### src/rtl/scs8hd_busrcv_1.sv
// Filtered receiver for a shared inverting-tristate bus line.
// Q keeps its last value whenever the driver is released or still settling.
module scs8hd_busrcv_1 #(
    parameter int FILT = 3,
    parameter bit INV  = 1'b1
) (
    input  logic CLK,
    input  logic RESET,
    input  logic BUS,
    input  logic TEB,
    output logic Q,
    output logic RISE,
    output logic FALL,
    output logic VALID
);

    typedef enum logic [1:0] {
        HIZ,
        SETTLE,
        ACTIVE
    } state_t;

    localparam logic       BUS_RST = INV;
    localparam logic [3:0] LAST    = 4'(FILT - 1);

    logic       bus_s1_q, bus_s2_q;
    logic       te_s1_q, te_s2_q;
    state_t     state_q, state_d;
    logic [3:0] ecnt_q, ecnt_d;
    logic [3:0] dcnt_q, dcnt_d;
    logic       q_q, q_d;
    logic       rise_q, rise_d;
    logic       fall_q, fall_d;
    logic       valid_q, valid_d;
    logic       d;
    logic       load;

    always_ff @(posedge CLK or posedge RESET) begin
        if (RESET) begin
            bus_s1_q <= BUS_RST;
            bus_s2_q <= BUS_RST;
            te_s1_q  <= 1'b1;
            te_s2_q  <= 1'b1;
        end else begin
            bus_s1_q <= BUS;
            bus_s2_q <= bus_s1_q;
            te_s1_q  <= TEB;
            te_s2_q  <= te_s1_q;
        end
    end

    assign d = INV ? ~bus_s2_q : bus_s2_q;

    always_ff @(posedge CLK or posedge RESET) begin
        if (RESET) begin
            state_q <= HIZ;
            ecnt_q  <= 4'd0;
            dcnt_q  <= 4'd0;
            q_q     <= 1'b0;
            rise_q  <= 1'b0;
            fall_q  <= 1'b0;
            valid_q <= 1'b0;
        end else begin
            state_q <= state_d;
            ecnt_q  <= ecnt_d;
            dcnt_q  <= dcnt_d;
            q_q     <= q_d;
            rise_q  <= rise_d;
            fall_q  <= fall_d;
            valid_q <= valid_d;
        end
    end

    always_comb begin
        state_d = state_q;
        ecnt_d  = ecnt_q;
        dcnt_d  = dcnt_q;
        q_d     = q_q;
        rise_d  = 1'b0;
        fall_d  = 1'b0;
        load    = 1'b0;
        if (te_s2_q) begin
            state_d = HIZ;
            ecnt_d  = 4'd0;
            dcnt_d  = 4'd0;
        end else begin
            unique case (state_q)
                // The HIZ->SETTLE cycle is the first settle cycle.
                HIZ: begin
                    if (FILT == 1) begin
                        state_d = ACTIVE;
                        load    = 1'b1;
                    end else begin
                        state_d = SETTLE;
                        ecnt_d  = 4'd1;
                    end
                end
                SETTLE: begin
                    if (ecnt_q == LAST) begin
                        state_d = ACTIVE;
                        ecnt_d  = 4'd0;
                        load    = 1'b1;
                    end else begin
                        ecnt_d = ecnt_q + 4'd1;
                    end
                end
                ACTIVE: begin
                    if (d == q_q) begin
                        dcnt_d = 4'd0;
                    end else if (dcnt_q == LAST) begin
                        dcnt_d = 4'd0;
                        load   = 1'b1;
                    end else begin
                        dcnt_d = dcnt_q + 4'd1;
                    end
                end
                default: begin
                    state_d = HIZ;
                    ecnt_d  = 4'd0;
                    dcnt_d  = 4'd0;
                end
            endcase
        end
        if (load) begin
            q_d    = d;
            rise_d = d & ~q_q;
            fall_d = ~d & q_q;
        end
        valid_d = (state_d == ACTIVE);
    end

    assign Q     = q_q;
    assign RISE  = rise_q;
    assign FALL  = fall_q;
    assign VALID = valid_q;

endmodule

### config.mk
export PLATFORM = sky130hd
export DESIGN_NAME = scs8hd_busrcv_1
export DESIGN_NICKNAME = d
export VERILOG_FILES = /design/src/rtl/scs8hd_busrcv_1.sv
export SDC_FILE = /design/constraint.sdc
export NUM_CORES = 1
export LEC_CHECK = 0
export BUFFER_PORTS_ARGS = -buffer_cell sky130_fd_sc_hd__buf_2
export CORE_MARGIN = 2
export CORE_UTILIZATION = 55
export CTS_CLUSTER_DIAMETER = 200
export CTS_CLUSTER_SIZE = 8
export DETAILED_ROUTE_END_ITERATION = 8
export PLACE_DENSITY = 0.86
export SLEW_MARGIN = 10
export SYNTH_ARGS = -nofsm -noshare
export SYNTH_HDL_FRONTEND = slang
export SYNTH_SLANG_ARGS = --single-unit
### constraint.sdc
create_clock -name CLK -period 2.2 [get_ports CLK]
set_input_delay 0.44 -clock CLK [delete_from_list [all_inputs] [get_ports CLK]]
set_output_delay 0.44 -clock CLK [all_outputs]
set_load 0.05 [all_outputs]
==> results of run 1 <==
metal layers:
metal | global-route usage (%) | share of wire, % | vias to the layer above
li1 | - | - | 330
met5 | 0 | 0 | -
met4 | 10.86 | 2.0 | 0
met1 | 22.98 | 45 | 323
met2 | 26.94 | 51 | 12
met3 | 2.381 | 2.6 | 4
logic make-up after synthesis:
| family | Yosys count |
|---|---|
| adder cells (fa/ha/maj) | 10 |
| buffers and inverters | 12 |
| XOR/XNOR | 1 |
| AO/OA/AOI/OAI | 13 |
| AND/OR/NAND/NOR | 35 |
| flip-flops | 18 |
| multiplexers | 2 |
synth_stat cells (all sizes together), types with 2 or more instances:
cell / n / area share [%]
dfrtp: 14 / 36
or3b: 2 / 1.8
nor3b: 3 / 2.8
nor2: 7 / 2.7
dfstp: 4 / 11
nand2: 4 / 1.5
nand3: 7 / 3.6
buf: 2 / 1.3
nor2b: 2 / 1.3
o21ai: 5 / 2.6
nand4bb: 2 / 2.3
inv: 9 / 3.5
and2: 3 / 1.9
ha: 10 / 13
metrics by stage:
stage	hold slack (ps)	cells	setup slack, ps
floorplan	345.2	91	543.3
global placement	345.4	112	615.6
detailed placement	347.8	112	468.3
CTS	237.7	116	445.0
global route	218.9	116	330.4
finish	244.4	116	453.5
area by class of cell:
cell class	count	share of cell area [%]
clock buffer	4	2.536
inverter	9	3.261
multi-input combinational	61	44.81
sequential	18	43.96
tap	17	2.053
timing repair buffer	7	3.382
sequential cells by signal, indices dropped and copies added (netlist names):
signal	cells
dcnt_q	4
VALID	1
Q	1
bus_s1_q	1
bus_s2_q	1
ecnt_q	4
state_q	2
te_s2_q	1
FALL	1
RISE	1
te_s1_q	1
power by group:
part / internal [mW] / switching (mW) / total [mW] / leakage, nW
sequential: 0.349 / 0.0178 / 0.367 / 0.234
clock: 0.0703 / 0.0932 / 0.164 / 0.0150
combinational: 0.0401 / 0.0711 / 0.111 / 0.225
total: 0.459 / 0.182 / 0.641 / 0.474
critical path, cell delays in order (launching register included):
cell and delay, ps:
dfrtp_1 430, inv_1 130, ha_1 340, inv_2 60, or4b_1 530, a31oi_1 180
worst paths after layout:
path	start	end	slack, ps	cells after the start
setup / recovery	state_q[1]	ecnt_q[3]	450	5
hold / removal	RESET	dcnt_q[2]	240	2
setup reg to reg	state_q[1]	ecnt_q[3]	450	5
hold reg to reg	bus_s1_q	bus_s2_q	360	0
max in group asynchronous	RESET	Q	1530	2
min in group CLK	BUS	bus_s1_q	250	1
==> results by group, run 1 <==
Status
  – Status: complete, no violations

Layout
  – Area of the multi-input gates: 464.2 um^2
  – Nets@finish: 114
  – Commonest non-fill, non-tap cell in the layout: dfrtp_1
  – Commonest cells after routing, fill and taps aside: dfrtp_1 (14), ha_1 (10), inv_1 (8)
  – Fill count: 140
  – FF/Latch Area: 455.4 um^2
  – Layout cells sized above 1: 20.20%
  – Area grow syn2layout: 6.838%
  – Non-Filler Cell Area, Final: 1036 um^2
  – Inserted Diodes: 0
  – Final core occ: 61.33%

STA
  – Worst-margin pin slew: 680.2 ps
  – Fmax: 572.6 MHz
  – Unrepaired setup endpoints after global routing: false
  – Total Neg Setup Slack: 0 ps
  – Tcrit/Tclk final: 79.39%
  – Max-slew violations: 0
  – Final Setup Violations: 0
  – Clock skew: 3.963 ps
  – Post-layout min period: 1747 ps
  – Slew HR: 54.60%
  – Final Hold Fails: 0

Drt
  – ANT nets after route: 0
  – Drt first-iter violations: 8
  – Total number of vias: 669
  – DRC: 0
  – Drt pass-1 iters: 5
  – DR vias/cell: 5.767
  – Routed WL: 1637 um
  – Average wire per standard cell: 14.11 um

Die
  – Initial Util: 57.41%
  – # IOs: 8
  – Row Count: 15
  – Width of the die: 45.99 um
  – Full die area: 2115 um^2
  – Die height: 45.99 um
  – Core Region: 1689 um^2

Min path
  – Worst Hold Class: input pin to async pin

Yosys
  – Post-synthesis mux area share: 2.194%
  – Synthesis Warnings: 0
  – Post-Synth Adder-Cell Area: 12.90%
  – Mean Syn Cell Area: 10.66 um^2
  – Xor and xnor area share after synthesis: 0.9032%
  – EDFF count, synth: 0
  – Main combinational cell family by area after synthesis: simple AND/OR/NAND/NOR gates
  – Sequential area share after synthesis: 46.97%
  – Synth Area in Compound Gates: 9.935%
  – Simple-Gate Fraction of Synth Area: 21.94%
  – Cell variety after synth: 35
  – Mapped Area: 969.7 um^2
  – Async SR Flop Fraction: 100.0%
  – Most used DFF post-synth: dfrtp_1
  – Mapped Cells: 91
  – Post-synth net total: 105
  – Synthesis-stage register bit count: 18

Setup path
  – Critical Path Start Type: flop
  – CP Data Required Time: 2410 ps
  – CP endpoint kind: flop
  – Critical Path AT: 1960 ps
  – CP Class: flop to flop
  – Crit-path max FO: 9

GRT
  – Vias in the first global route: 594
  – Pin count of the biggest net entering global routing: 19
  – Global-route wire length before repair: 2601 um
  – Overall Global Routing Usage: 17.55%
  – Antenna violations before repair: 0
  – GR Overflow Total: 0

Clock tree
  – Root buffer cell: clkbuf_4
  – Setup bufs post-CTS: 0
  – # resized after CTS: 0
  – Worst-path clk slew: 100 ps
  – Clock latency on the worst-skew pair: 280 ps
  – Hold buffer count at CTS: 0
  – CTS max path bufs: 2
  – Clock Sinks: 18
  – CTS Buf Count: 3
  – Clock H-tree levels: 1
  – CTS tree: built

Placement
  – PortBufs: 7
  – Placer Congestion: 0.7579
  – DP Wirelength: 1246 um
  – Dpl cell area: 1010 um^2

Power
  – Total power: 0.6415 mW
  – Worst vdd ir: 371.3 uV
  – PD cells: 619.2 nW/um^2
  – Leakage power: 0.4742 nW

Job
  – Max-cap violation count: 0
No activity file was read; power rests on OpenSTA's default activity.
==> inputs of run 2 (changes only) <==
CORE_UTILIZATION = 51   (was 55)
PLACE_DENSITY = 0.84   (was 0.86)
clock period = 1.5 ns   (was 2.2 ns; I/O delays follow)
==> run 2 against run 1 <==
Net effect:
- the flow now finishes with violations (negative hold slack, negative setup slack)
- critical path depth decreased by 1
- via count increased by 14%
- routed wire length up 31%
- cell area increased by 29%
- sequential share of layout area is 9.7 points lower
- worst hold slack got worse by 250 ps
==> results by group, run 2 (same netlist as run 1, synthesis figures left out) <==
STA
  – Total Neg Setup Slack: -39.08 ps (-39.08 ps)
  – Final Setup Violations: 1 (+1)
  – Max-slew violations: 0 (unchanged)
  – Unrepaired setup endpoints after global routing: true
  – Post-layout min period: 1539 ps (-207.4 ps)
  – Fmax: 649.7 MHz (+13%)
  – Tcrit/Tclk final: 102.6% (+23 points)
  – Final Hold Fails: 7 (+7)
  – Hold WS: -5.527 ps (-249.9 ps)
  – Slew HR: 77.02% (+22 points)
  – Worst-margin pin slew: 341.0 ps (-339.2 ps)
  – Final WS setup: -39.08 ps (-492.6 ps)
  – Clock skew: 5.775 ps (+1.812 ps)

Status
  – Failing checks: negative hold slack, negative setup slack
  – Status: finished, violations left

Layout
  – Commonest non-fill, non-tap cell in the layout: buf_4
  – Nets@finish: 132 (+16%)
  – Commonest cells after routing, fill and taps aside: buf_4 (18), dfrtp_1 (13), buf_2 (7), nand3_1 (6), ha_1 (6)
  – Final core occ: 75.46% (+14 points)
  – Layout cells sized above 1: 48.72% (+29 points)
  – Inserted Diodes: 0 (unchanged)
  – Fill count: 121 (-14%)
  – Area grow syn2layout: 37.29%
  – Biggest regs: dcnt_q: 4 flops, ecnt_q: 4 flops, state_q: 2 flops

Clock tree
  – Clock H-tree levels: 1 (unchanged)
  – Clock latency on the worst-skew pair: 290 ps (about the same)
  – CTS tree: built
  – Clock Sinks: 18 (unchanged)
  – Worst-path clk slew: 110 ps (about the same)
  – CTS Buf Count: 3 (unchanged)
  – CTS max path bufs: 2 (unchanged)
  – Root buffer cell: clkbuf_4
  – Hold buffer count at CTS: 0 (unchanged)

Drt
  – DRC: 0 (unchanged)
  – Wire length on met1: 868 um (+19%)
  – Met3 WL: 57 um (+36%)
  – Total number of vias: 765 (+14%)
  – DR vias/cell: 5.387 (-6.6%)
  – Drt pass-1 iters: 4 (-1)
  – WL met2: 1172 um (+41%)
  – DR top layer: met4
  – Average wire per standard cell: 15.13 um (+7.2%)
  – Routed WL: 2148 um (+31%)
  – Drt first-iter violations: 14 (+6)
  – ANT nets after route: 0 (unchanged)

Placement
  – DP Wirelength: 1504 um (+21%)
  – Pre-CTS setup slack: -69.01 ps (-537.3 ps)
  – Placer Congestion: 0.7812 (+3.1%)
  – PortBufs: 7 (unchanged)

Die
  – Core Region: 1764 um^2 (+4.4%)
  – # IOs: 8 (unchanged)
  – Width of the die: 47.61 um (+3.5%)
  – Initial Util: 54.96% (-2.4 points)
  – Die height: 47.61 um (+3.5%)
  – Row Count: 15 (unchanged)
  – Full die area: 2266 um^2 (+7.1%)

Setup path
  – Worst reg2reg startpoint: ecnt_q[1]
  – Crit-path max FO: 3 (-6)
  – Crit. Startpoint: ecnt_q[1]
  – Critical Path Start Type: flop
  – CP Data Required Time: 1720 ps (-690 ps)
  – CP endpoint kind: flop
  – Critical Path AT: 1760 ps (-200 ps)
  – CP Class: flop to flop

Power
  – Total power: 1.146 mW (+79%)
  – Leakage power: 0.5932 nW (+25%)
  – Worst vdd ir: 952.1 uV (+160%)
  – PD cells: 861.1 nW/um^2 (+39%)

Job
  – Max-cap violation count: 0 (unchanged)

GRT
  – Vias in the first global route: 725 (+22%)
  – Pin count of the biggest net entering global routing: 19 (unchanged)
  – GR Overflow Total: 0 (unchanged)
  – Antenna violations before repair: 0 (unchanged)
  – Overall Global Routing Usage: 20.20% (+2.7 points)
  – Global-route wire length before repair: 3125 um (+20%)

Min path
  – Worst Hold Class: input pin to async pin
==> run 2: changes by cell type in the layout (fill, tap and decap cells not counted), sizes merged <==
cell | previous run | this run
buf | 7 | 25
==> run 2: repair_timing <==
action | in CTS | in global routing
pin swaps | 3 | 6
resized for setup | 6 | 17
endpoints found under the hold margin | 0 | 0
setup buffers | 0 | 5
setup endpoints to repair | 8 | 11
==> run 2: final timing paths <==
| check | depth (start not counted) | to | slack (ps) |
|---|---|---|---|
| worst max register to register | 4 | ecnt_q[3] | -40 |
| min in group CLK | 1 | bus_s1_q | 90 |
| worst max-delay path | 4 | ecnt_q[3] | -40 |
| worst min-delay path | 3 | dcnt_q[1] | -6 |
| worst min register to register | 0 | bus_s2_q | 360 |
| max in group asynchronous | 3 | te_s1_q | 1250 |
==> run 2: metal layers <==
| layer | track usage, % | vias up |
|---|---|---|
| met5 | 0 | - |
| met4 | 8.108 | 0 |
| met3 | 2.264 | 4 |
| met2 | 37.57 | 16 |
| met1 | 23.42 | 376 |
| li1 | - | 369 |
==> run 2: metrics by stage <==
step | hold slack [ps] | cell area (um^2) | std cells
after floorplan | 235.6 | 983.4 | 91
after global placement | 317.4 | 1131 | 133
after detailed placement | 325.6 | 1131 | 133
after CTS | 11.02 | 1191 | 137
after global routing | 8.545 | 1331 | 142
final | -5.527 | 1331 | 142
==> run 2: report_power, final <==
part | switching [mW] | internal, mW | total [mW]
registers | 0.0222 | 0.513 | 0.535
clock network | 0.156 | 0.148 | 0.304
logic | 0.164 | 0.144 | 0.308
==> run 2: area by class of cell <==
cell class,instances,area [um^2],share of cell area [%]
multi-input combinational,61,603.1,45.30
timing repair buffer,25,170.2,12.78
sequential,18,456.7,34.30
inverter,9,33.78,2.538
tap,25,31.28,2.350
clock buffer,4,36.28,2.726
==> run 2: critical path, stage by stage (launching register included) <==
cell and delay (ps):
dfrtp_1 430, ha_4 170, nor3b_4 140, or4b_1 530
a31oi_1 200
==> inputs of run 3 (changes only) <==
CORE_MARGIN = unset   (was 2)
PLACE_DENSITY = 0.75   (was 0.84)
SKIP_LAST_GASP = 1   (was unset)
==> run 3 against run 2 <==
Net effect:
- the run ends with negative setup slack left
- total power grew 1.4%
- clock power is essentially flat
- non-clock buffer count grew 3
- register-to-register slack worse by 50 ps
- die area is 8.2% lower
- highest routed layer unchanged
- cell count increased by 2.1%
- via count is 2.6% higher
- sequential cell count is the same
==> results by group, run 3 (same netlist as run 1, synthesis figures left out) <==
Status
  – Status: finished, violations left
  – Failing checks: negative setup slack

Layout
  – Non-Filler Instances: 145 (+2.1%)
  – Final core occ: 77.63% (+2.2 points)
  – Biggest regs: dcnt_q: 4 flops, ecnt_q: 4 flops, state_q: 2 flops
  – Commonest cells after routing, fill and taps aside: buf_4 (20), dfrtp_1 (12), nand3_1 (7), buf_2 (7)
  – Layout cells sized above 1: 49.17% (+0.45 points)
  – Commonest non-fill, non-tap cell in the layout: buf_4
  – Nets@finish: 135 (+2.3%)
  – Fill count: 99 (-18%)
  – Area grow syn2layout: 39.74%
  – Inserted Diodes: 0 (unchanged)
  – Area of the multi-input gates: 600.6 um^2 (-0.41%)
  – FF/Latch Area: 457.9 um^2 (+0.27%)

Clock tree
  – CTS Buf Count: 3 (unchanged)
  – Clock Sinks: 18 (unchanged)
  – Clock H-tree levels: 1 (unchanged)
  – Worst-path clk slew: 100 ps (about the same)
  – Root buffer cell: clkbuf_4
  – CTS max path bufs: 2 (unchanged)
  – CTS tree: built
  – Clock latency on the worst-skew pair: 300 ps (about the same)

STA
  – Max-slew violations: 0 (unchanged)
  – Unrepaired setup endpoints after global routing: true
  – Final Hold Fails: 0 (-7)
  – Tcrit/Tclk final: 106.0% (+3.4 points)
  – Clock skew: 5.186 ps (-0.5890 ps)
  – Final Setup Violations: 3 (+2)
  – Hold WS: 83.05 ps (+88.57 ps)
  – Worst-margin pin slew: 384.5 ps (+43.50 ps)
  – Slew HR: 74.34% (-2.7 points)
  – Final WS setup: -90.70 ps (-51.61 ps)
  – Post-layout min period: 1591 ps (+51.61 ps)
  – Fmax: 628.7 MHz (-3.2%)

Setup path
  – Worst r2r dst: ecnt_q[3]
  – Crit-path max FO: 5 (+2)
  – Critical Path AT: 1810 ps (+50 ps)
  – CP Class: flop to flop
  – Reg-to-reg setup timing slack: -90 ps (-50 ps)
  – Worst reg2reg startpoint: state_q[1]
  – Worst Reg-to-Reg Cells: 5 (+1)
  – Critical Path Start Type: flop
  – CP endpoint kind: flop
  – CP Data Required Time: 1720 ps (about the same)

Die
  – Die height: 45.61 um (-4.2%)
  – Full die area: 2080 um^2 (-8.2%)
  – Core Region: 1745 um^2 (-1.1%)
  – Initial Util: 55.56% (+0.59 points)
  – Row Count: 15 (unchanged)
  – Width of the die: 45.61 um (-4.2%)
  – # IOs: 8 (unchanged)

Placement
  – Placer Congestion: 0.8202 (+5.0%)
  – DP Wirelength: 1364 um (-9.3%)
  – PortBufs: 7 (unchanged)
  – Inst Count DP: 132 (-0.75%)
  – Pre-CTS setup slack: -62.79 ps (+6.222 ps)

GRT
  – Antenna violations before repair: 0 (unchanged)
  – Global-route wire length before repair: 3063 um (-2.0%)
  – Pin count of the biggest net entering global routing: 14 (-5)
  – Overall Global Routing Usage: 21.29% (+1.1 points)
  – Vias in the first global route: 712 (-1.8%)
  – GR Overflow Total: 0 (unchanged)

Drt
  – DRC: 0 (unchanged)
  – Drt first-iter violations: 9 (-5)
  – Drt pass-1 iters: 4 (unchanged)
  – ANT nets after route: 0 (unchanged)
  – Average wire per standard cell: 15.91 um (+5.2%)
  – DR vias/cell: 5.414 (+0.49%)
  – Total number of vias: 785 (+2.6%)
  – Routed WL: 2307 um (+7.4%)

Power
  – PD cells: 857.7 nW/um^2 (-0.40%)
  – Worst vdd ir: 771.8 uV (-19%)
  – Leakage power: 0.6039 nW (+1.8%)

Min path
  – Hold Crit Depth: 1
  – Hold_sp: TEB
  – WHS Endpoint: te_s1_q
  – Worst Hold Class: input pin to flop

Job
  – Max-cap violation count: 0 (unchanged)
[run 3: changes by cell type in the layout (fill, tap and decap cells not counted), sizes merged]
cell and delta:
buf +2, dlygate4sd3 +1
[run 3: worst max-delay path, stage by stage (launching register included)]
cell     delay, ps
dfrtp_1        420
buf_4          160
ha_4           170
nor2_1         110
or4b_1         470
a31oi_1        180
[run 3: final cells by class]
type	count	area share, %
multi-input cells	61	44.32
well taps	25	2.308
clock buffers	4	2.678
flip-flops and latches	18	33.79
repair buffers	28	14.40
inverters	9	2.493
[run 3: where the power goes]
group          internal [mW]  switching [mW]
clock                  0.148           0.153
combinational          0.155           0.164
sequential             0.514          0.0278
[run 3: stage by stage]
| stage | cell area [um^2] | setup TNS, ps | total power, mW |
|---|---|---|---|
| 6_report | 1355 | -101.0 | 1.162 |
| 5_1_grt | 1355 | -327.4 | 1.226 |
| 4_1_cts | 1241 | -7.761 | 1.089 |
| 3_5_place_dp | 1124 | -85.93 | 0.7569 |
| 3_3_place_gp | 1124 | 0 | 0.7493 |
| 2_1_floorplan | 983.4 | 0 | 0.6796 |
[run 3: how the worst max path moves through the flow]
| stage | from | to | slack, ps | cells past startpoint |
|---|---|---|---|---|
| 5_1_grt | state_q[1] | ecnt_q[3] | -130 | 5 |
| 6_report | state_q[1] | ecnt_q[3] | -90 | 5 |
| 3_5_place_dp | state_q[1] | VALID | -60 | 5 |
| 3_3_place_gp | state_q[1] | ecnt_q[3] | 20 | 5 |
| 2_1_floorplan | state_q[0] | ecnt_q[3] | 0.6 | 6 |
| 4_1_cts | bus_s2_q | Q | -8 | 5 |
[run 3: repair_timing]
action	in CTS	in global routing
setup endpoints to repair	6	12
pin swaps	5	4
setup buffers	5	3
resized for setup	7	16
hold buffers	1	0
hold endpoints to repair	8	0
[run 3: layer usage]
layer | track usage (%) | vias up | part of all wire (%)
li1 | - | 374 | -
met5 | 0 | - | 0
met2 | 38.29 | 22 | 55
met1 | 23.70 | 383 | 40
met3 | 2.381 | 6 | 2.4
met4 | 12.73 | 0 | 2.6
